File: config.mk
export PLATFORM = sky130hd
export DESIGN_NAME = fetch_sequencer
export DESIGN_NICKNAME = d
export VERILOG_FILES = /design/src/rtl/fetch_sequencer_pkg.sv /design/src/rtl/fetch_sequencer_timeout.sv /design/src/rtl/fetch_sequencer.sv
export SDC_FILE = /design/constraint.sdc
export NUM_CORES = 1
export LEC_CHECK = 0
export ABC_AREA = 1
export BUFFER_PORTS_ARGS = -buffer_cell sky130_fd_sc_hd__buf_2
export CAP_MARGIN = 20
export CORE_UTILIZATION = 40
export CTS_CLUSTER_SIZE = 30
export DETAILED_ROUTE_END_ITERATION = 10
export RECOVER_POWER = 100
export SLEW_MARGIN = 20
export SYNTH_ARGS = -nofsm -noshare
export SYNTH_HDL_FRONTEND = slang
export SYNTH_SLANG_ARGS = --single-unit
File: constraint.sdc
create_clock -name Clock -period 1.8 [get_ports Clock]
set_input_delay 0.36 -clock Clock [delete_from_list [all_inputs] [get_ports Clock]]
set_output_delay 0.36 -clock Clock [all_outputs]
set_load 0.05 [all_outputs]
File: src/rtl/fetch_sequencer_pkg.sv
// Shared definitions for the instruction fetch sequencer: state encoding,
// opcode constants, instruction word layout and parameter defaults.
package fetch_sequencer_pkg;

    localparam int ADDR_W_DEF  = 5;
    localparam int TIMEOUT_DEF = 15;

    localparam logic [2:0] OP_MVI  = 3'b001;
    localparam logic [2:0] OP_HALT = 3'b111;

    typedef enum logic [2:0] {
        S_IDLE,
        S_FETCH,
        S_WAIT_ROM,
        S_ISSUE,
        S_IMM,
        S_EXEC,
        S_HALT,
        S_ERR
    } state_t;

    typedef struct packed {
        logic [2:0] op;
        logic [2:0] x;
        logic [2:0] y;
    } instr_t;

endpackage

File: src/rtl/fetch_sequencer_timeout.sv
// seq_timeout: loadable down-counter guarding the Run -> Done window.
// Loaded with TIMEOUT on the ISSUE cycle, it counts down once per waiting
// cycle. Expired is raised on the last cycle in which Done is still accepted,
// so a missing Done on that cycle sends the sequencer to ERR.
module seq_timeout
    import fetch_sequencer_pkg::*;
#(
    parameter int TIMEOUT = TIMEOUT_DEF
) (
    input  logic Clock,
    input  logic Clear,
    input  logic load,
    input  logic en,
    output logic expired
);

    localparam int CW = $clog2(TIMEOUT + 1);

    logic [CW-1:0] cnt;

    // Reload on issue, otherwise count down while waiting for Done.
    always_ff @(posedge Clock or posedge Clear) begin
        if (Clear) begin
            cnt <= '0;
        end else if (load) begin
            cnt <= CW'(TIMEOUT);
        end else if (en && cnt != '0) begin
            cnt <= cnt - 1'b1;
        end
    end

    assign expired = (cnt <= CW'(1));

endmodule

File: src/rtl/fetch_sequencer.sv
// fetch_sequencer: walks an instruction ROM, hands each word (plus the
// immediate of an mvi) to the processor with a one-cycle Run pulse, waits
// for Done with a timeout, and tracks PC and a saturating retire count.
module fetch_sequencer
    import fetch_sequencer_pkg::*;
#(
    parameter int ADDR_W  = ADDR_W_DEF,
    parameter int TIMEOUT = TIMEOUT_DEF
) (
    input  logic              Clock,
    input  logic              Clear,
    input  logic              Start,
    input  logic              Stop,
    input  logic              Step,
    output logic [ADDR_W-1:0] RomAddr,
    input  logic [8:0]        RomQ,
    output logic [8:0]        ProcDin,
    output logic              ProcRun,
    input  logic              ProcDone,
    output logic [ADDR_W-1:0] PC,
    output logic [7:0]        InstrCount,
    output logic              Busy,
    output logic              Halted,
    output logic              Error
);

    state_t            state, state_n;
    instr_t            ir;
    instr_t            rom_w;
    logic [8:0]        imm;
    logic              sel_imm;
    logic              is_mvi;
    logic              rom_mvi;
    logic              rom_halt;
    logic              retire;
    logic              restart;
    logic              tmo_load;
    logic              tmo_en;
    logic              tmo_expired;
    logic [ADDR_W-1:0] pc_inc;

    assign rom_w    = instr_t'(RomQ);
    assign rom_mvi  = (rom_w.op == OP_MVI);
    assign rom_halt = (rom_w.op == OP_HALT);
    assign is_mvi   = (ir.op == OP_MVI);
    assign pc_inc   = is_mvi ? ADDR_W'(2) : ADDR_W'(1);

    seq_timeout #(.TIMEOUT(TIMEOUT)) u_tmo (
        .Clock   (Clock),
        .Clear   (Clear),
        .load    (tmo_load),
        .en      (tmo_en),
        .expired (tmo_expired)
    );

    // State register.
    always_ff @(posedge Clock or posedge Clear) begin
        if (Clear) state <= S_IDLE;
        else       state <= state_n;
    end

    // Next-state logic, retire/restart strobes and timeout control.
    always_comb begin
        state_n  = state;
        retire   = 1'b0;
        restart  = 1'b0;
        tmo_load = 1'b0;
        tmo_en   = 1'b0;
        case (state)
            S_IDLE:     if (Start && !Stop) state_n = S_FETCH;
            S_FETCH:    state_n = S_WAIT_ROM;
            S_WAIT_ROM: state_n = rom_halt ? S_HALT : S_ISSUE;
            S_ISSUE: begin
                tmo_load = 1'b1;
                state_n  = is_mvi ? S_IMM : S_EXEC;
            end
            S_IMM, S_EXEC: begin
                if (ProcDone) begin
                    retire  = 1'b1;
                    state_n = (Step || Stop) ? S_IDLE : S_FETCH;
                end else if (tmo_expired) begin
                    state_n = S_ERR;
                end else begin
                    tmo_en  = 1'b1;
                    state_n = S_EXEC;
                end
            end
            S_HALT, S_ERR: begin
                if (Start) begin
                    restart = 1'b1;
                    state_n = S_FETCH;
                end
            end
            default:    state_n = S_IDLE;
        endcase
    end

    // Datapath: instruction/immediate capture, Run pulse, PC and retire count.
    // A HALT word is never issued, so IR keeps the last word sent to the
    // processor and DIN holds steady outside ISSUE/IMM.
    always_ff @(posedge Clock or posedge Clear) begin
        if (Clear) begin
            ir         <= '0;
            imm        <= '0;
            sel_imm    <= 1'b0;
            ProcRun    <= 1'b0;
            PC         <= '0;
            InstrCount <= '0;
        end else begin
            ProcRun <= (state_n == S_ISSUE);
            if (state == S_WAIT_ROM && !rom_halt) begin
                ir      <= rom_w;
                sel_imm <= 1'b0;
            end
            if (state == S_ISSUE && is_mvi) begin
                imm     <= RomQ;
                sel_imm <= 1'b1;
            end
            if (retire) begin
                PC <= PC + pc_inc;
                if (InstrCount != 8'hFF) InstrCount <= InstrCount + 8'd1;
            end else if (restart) begin
                PC         <= '0;
                InstrCount <= '0;
            end
        end
    end

    // The immediate lives at PC+1; ask for it while the opcode is decoded so
    // it arrives from the registered ROM during ISSUE.
    assign RomAddr = (state == S_WAIT_ROM && rom_mvi) ? PC + 1'b1 : PC;
    assign ProcDin = sel_imm ? imm : ir;
    assign Busy    = !(state inside {S_IDLE, S_HALT, S_ERR});
    assign Halted  = (state == S_HALT);
    assign Error   = (state == S_ERR);

endmodule

== After elaboration in Yosys (flattened, before gate mapping) ==
Cells that the tools add are included.
Operators by class
  $add $sub $neg: 4
  magnitude comparators: 1
  equality and inequality tests: 13
  mux-type cells: 28
  reductions and logical operators: 18
Operators with widths (count)
  $mux W8: 3
  $pmux W3 S6: 1
  $eq A3 B3 Y1 const B: 5
  $mux W5: 3
  $mux W1: 12
  $mux W3: 4
  $eq A3 B1 Y1 const B: 3
  $eq A3 B2 Y1 const B: 3
  $mux W9: 1
  $add A8 B1 Y8 const B: 1
  $mux W4: 2
  $ne A8 B8 Y1 const B: 1
  $reduce_bool A2 Y1: 3
  $add A5 B1 Y5 const B: 1
  $add A5 B2 Y5: 1
  $logic_and A1 B1 Y1: 5
  $le A4 B1 Y1 const B: 1
  $mux W2: 2
  $reduce_bool A4 Y1: 1
  $reduce_or A2 Y1: 2
  $sub A4 B1 Y4 const B: 1
  $logic_not A1 Y1: 3
  $logic_not A3 Y1: 1
  $reduce_bool A3 Y1: 1
  other kinds (3): 3
Word-level totals
  register bits: 40
  bits of input ports: 15
  output and inout port bits: 31
  logic and storage cells: 74

== Longest topological paths before layout ==
  depth after elaboration: 7
  depth in mapped cells: 9
  depth with buffers taken out: 9

== Hierarchy ==
Synthesis repeated with hierarchy kept, for this count alone.
Second synthesis, totals
  cell total of the unflattened synthesis: 299
  area total of the unflattened synthesis: 2302.2 um^2
By module, submodules not included
  fetch_sequencer: instances 1, cells each 259, area an instance 2004.4 um^2, seq. area each 900.9 um^2
  seq_timeout: instances 1, cells each 40, area an instance 297.8 um^2, seq. area each 100.1 um^2

== Worst setup path before layout ==
Ideal clock, no wire load.
  path kind: flip-flop to output port
  start point: reg PC[1]
  end point: out RomAddr[2]
  arrival time: 1796 ps
  data required time: 1440 ps
  slack: -356 ps
  stages on the path, launching flop included: 4
  path buffers: 0
  cell sequence: dfrtp_1 > ha_1 > xnor2_1 > o21ai_1
Between the ends
  longest elaborated chain between the ends: 2
RTL lines
  start: declaration: RTL line fetch_sequencer.sv:20  | output logic [ADDR_W-1:0] PC,
  start signal: assignment: RTL line fetch_sequencer.sv:120  | PC <= PC + pc_inc;
  $add A5 B1 Y5: RTL line fetch_sequencer.sv:131  | assign RomAddr = (state == S_WAIT_ROM && rom_mvi) ? PC + 1'b1 : PC;
  $mux W5: RTL line fetch_sequencer.sv:131
  end: declaration: RTL line fetch_sequencer.sv:15  | output logic [ADDR_W-1:0] RomAddr,
Every way passes these cells.

== Final worst setup path ==
  start point: reg state[0]
  end point: out RomAddr[3]
Between the ends
  longest elaborated chain between the ends: 3
RTL lines
  start: declaration: RTL line fetch_sequencer.sv:27  | state_t state, state_n;
  start signal: assignment: RTL line fetch_sequencer.sv:59  | else state <= state_n;
  $eq A3 B2 Y1: RTL line fetch_sequencer.sv:131
  $logic_and A1 B1 Y1: RTL line fetch_sequencer.sv:131
  $mux W5: RTL line fetch_sequencer.sv:131
Every way passes these cells.

==> impl_results.md <==
- Clock sinks: 40
- Initial Util: 41.69%
- Worst Slack Setup Final: -0.1206 ns
- Iteration-0 DRC Markers: 143
- Routed vias: 2020
- Wire per inst: 11.69 um
- DP HPWL: 3.609 mm
- TNS Setup: -0.6296 ns
- Flop and latch count out of synthesis: 40
- Hold-fix buffers, CTS: 0
- Violated checks: negative setup slack
- Clk_lat worst skew: 0.29 ns
- Max Cap Viol: 0
- Number of global-route vias before repair: 1954
- Detailed Routing Iterations Pass 1: 4
- FILL cells: 578
- Final min period: 1.921 ns
- Worst path cell trace: nor2_2 > nand2_2 > nor2_4 > nand3_4 > inv_4 > nand2_2 > nand2_2 > buf_6
- Nets: 377
- Leakage: 1.460 nW
- Period utilization: 106.7%
- R2R Path End: imm[8]
- Avg Cell Area, Syn: 7.856 um^2
- Synth-to-Final Area Change: 22.37%
- Root Buffer: clkbuf_8
- Sequential area share after synthesis: 43.34%
- Slowest cell on crit path: dfrtp_1
- Worst slew margin: 50.13%
- Total Wirelength: 4.991 mm
- Worst-path clk slew: 0.08 ns
- DIE AREA: 6082 um^2
- Clock Skew: 0.009055 ns
- Critical Path AT: 1.56 ns
- Crit start category: flop
- Top-level I/O count: 46
- Ant. Diodes: 0
- Worst EP required: 1.44 ns
- Largest net degree at the start of global routing: 31
- Util after Layout: 51.02%
- Worst IR drop on VDD: 926.5 uV
- Final Wtd Congestion: 0.8621
- Tot GR Track Use: 18.23%
- Critical path class: flop to primary output
- Share of layout cells above drive strength 1: 28.73%
- Worst Reg-to-Reg Cells: 6
- Fin cells: 427
- DIE WIDTH: 77.99 um
- Unrepaired setup endpoints after global routing: yes
- Final antenna-violating net count: 0
- Overflow after GRT: 0
- CTS HTree Levels: 2
- Critical-path maximum fanout: 7
- Number of synthesis warnings: 0
- Peak Freq: 520.7 MHz
- CTS Buffer Depth: 2
- CTS tree: built
- Area of the core: 5540 um^2
- PwrDens: 1933 nW/um^2
- Die Height: 77.99 um
- Setup WS pre-CTS: 0.1171 ns
- Hold Slack: 0.05587 ns
- First-pass GRT wire length: 8.742 mm
- Reg2Reg Setup Slack: 0.11 ns
- Crit-path most repeated cell: nand2_2
- # DRC: 0
- Cell row count: 27
- TritonCTS Buffers: 5
- Cell Area, Synth: 2310 um^2
- Initial antenna violation count: 0
- Vias/cell: 4.731
- I/O Buffers: 45
- Post-synthesis cell type count: 29
- Final Hold Viols: 0
- Type of the tightest min-delay check: input pin to async pin
- CP max stage delay: 0.39 ns
- Final setup fails: 7
- Worst Max-Slew Pin Slew: 0.7480 ns
- Placed cells: 416
- Fin. max-slew vios: 0
- Status: finished, violations left
- Mapped Cells: 294
- Syn Nets: 317
- Worst setup EP type: primary output
- Worst reg2reg startpoint: state[1]
==> routing by layer <==
metal	wire length, um	global-route usage, %
met5	0	0
met4	24	5.185
met3	158	4.235
met2	2358	28.94
met1	2450	24.81
==> layout by cell type (no fill, tap or decap), drive strengths merged <==
| master | n |
|---|---|
| a21oi | 5 |
| buf | 55 |
| clkbuf | 9 |
| clkinv | 3 |
| dfrtp | 40 |
| fa | 1 |
| ha | 7 |
| inv | 39 |
| nand2 | 98 |
| nand3 | 31 |
| nand4 | 2 |
| nor2 | 17 |
| nor3 | 1 |
| o2111ai | 1 |
| o21a | 1 |
| o21ai | 37 |
| o22ai | 1 |
| or2 | 1 |
| xnor2 | 4 |
| xor2 | 2 |
==> registers in the layout, indices dropped and copies added, names as in the netlist <==
register	flops
sel_imm	1
state	3
InstrCount	8
ir	9
PC	5
u_tmo.cnt	4
imm	9
ProcRun	1
==> synth_stat cells (all sizes together) <==
library cell	n	area, um^2
xnor2	4	35.03
nand3	31	185.2
o21a	1	7.510
nand4	2	12.51
nand2	98	390.4
o21ai	37	215.2
dfrtp	40	1001
o2111ai	1	8.760
nor3	1	16.27
nor2	17	83.83
or2	1	6.260
xor2	2	17.52
ha	7	87.58
inv	39	146.4
buf	4	37.53
o22ai	1	6.260
clkbuf	2	7.510
fa	1	20.02
a21oi	5	25.02
==> per-stage QoR <==
stage | power, mW | instance area (um^2)
3_5_place_dp | 4.836 | 2704
2_1_floorplan | 4.057 | 2338
5_1_grt | 5.912 | 2826
3_3_place_gp | 4.784 | 2704
6_report | 5.463 | 2826
4_1_cts | 5.505 | 2834
==> logic make-up (layout without fill, tap and decap cells) <==
| logic type | count (synthesis) | after routing | synth area share (%) |
|---|---|---|---|
| compound gates | 45 | 45 | 11.38 |
| buf+inv | 45 | 106 | 8.288 |
| xor+xnor | 6 | 6 | 2.275 |
| fa+ha+maj | 8 | 8 | 4.659 |
| flops | 40 | 40 | 43.34 |
| simple gates | 150 | 150 | 30.07 |
==> worst max-delay path, delay by kind of cell (launching register included) <==
kind	cells	cell delay (ns)
buffers and inverters	2	0.26
DFF	1	0.39
and+or+nand+nor	6	0.63
==> cell type report <==
cell class | instances | area (um^2) | share of cell area, %
Timing Repair Buffer | 59 | 355.3 | 12.57
Clock buffer | 5 | 68.82 | 2.435
Multi-Input combinational cell | 209 | 1140 | 40.33
Inverter | 39 | 148.9 | 5.268
Sequential cell | 40 | 1005 | 35.55
Tap cell | 72 | 90.09 | 3.187
Clock inverter | 3 | 18.77 | 0.6640
==> report_power, final <==
part	leakage (nW)	internal (mW)	switching (mW)
Clock	0.0479	0.270	0.330
Sequential	0.492	1.28	0.285
Combinational	0.920	0.974	2.32
Total	1.46	2.53	2.94
==> worst max-delay path by stage <==
stage	start	end	slack, ns
6_report	state[0]	RomAddr[3]	-0.12
5_1_grt	state[0]	RomAddr[1]	-0.23
4_1_cts	state[0]	RomAddr[3]	-0.11
3_5_place_dp	state[0]	RomAddr[4]	0.12
3_3_place_gp	state[0]	RomAddr[4]	0.14
2_1_floorplan	state[0]	RomAddr[2]	-0.005
==> what timing repair did <==
item                                    CTS  global route
buffers inserted                          1             2
endpoints found under the setup margin    5             5
pin swaps                                 1             0
gates resized for setup                  11             4
(Power assumes the default switching activity.)
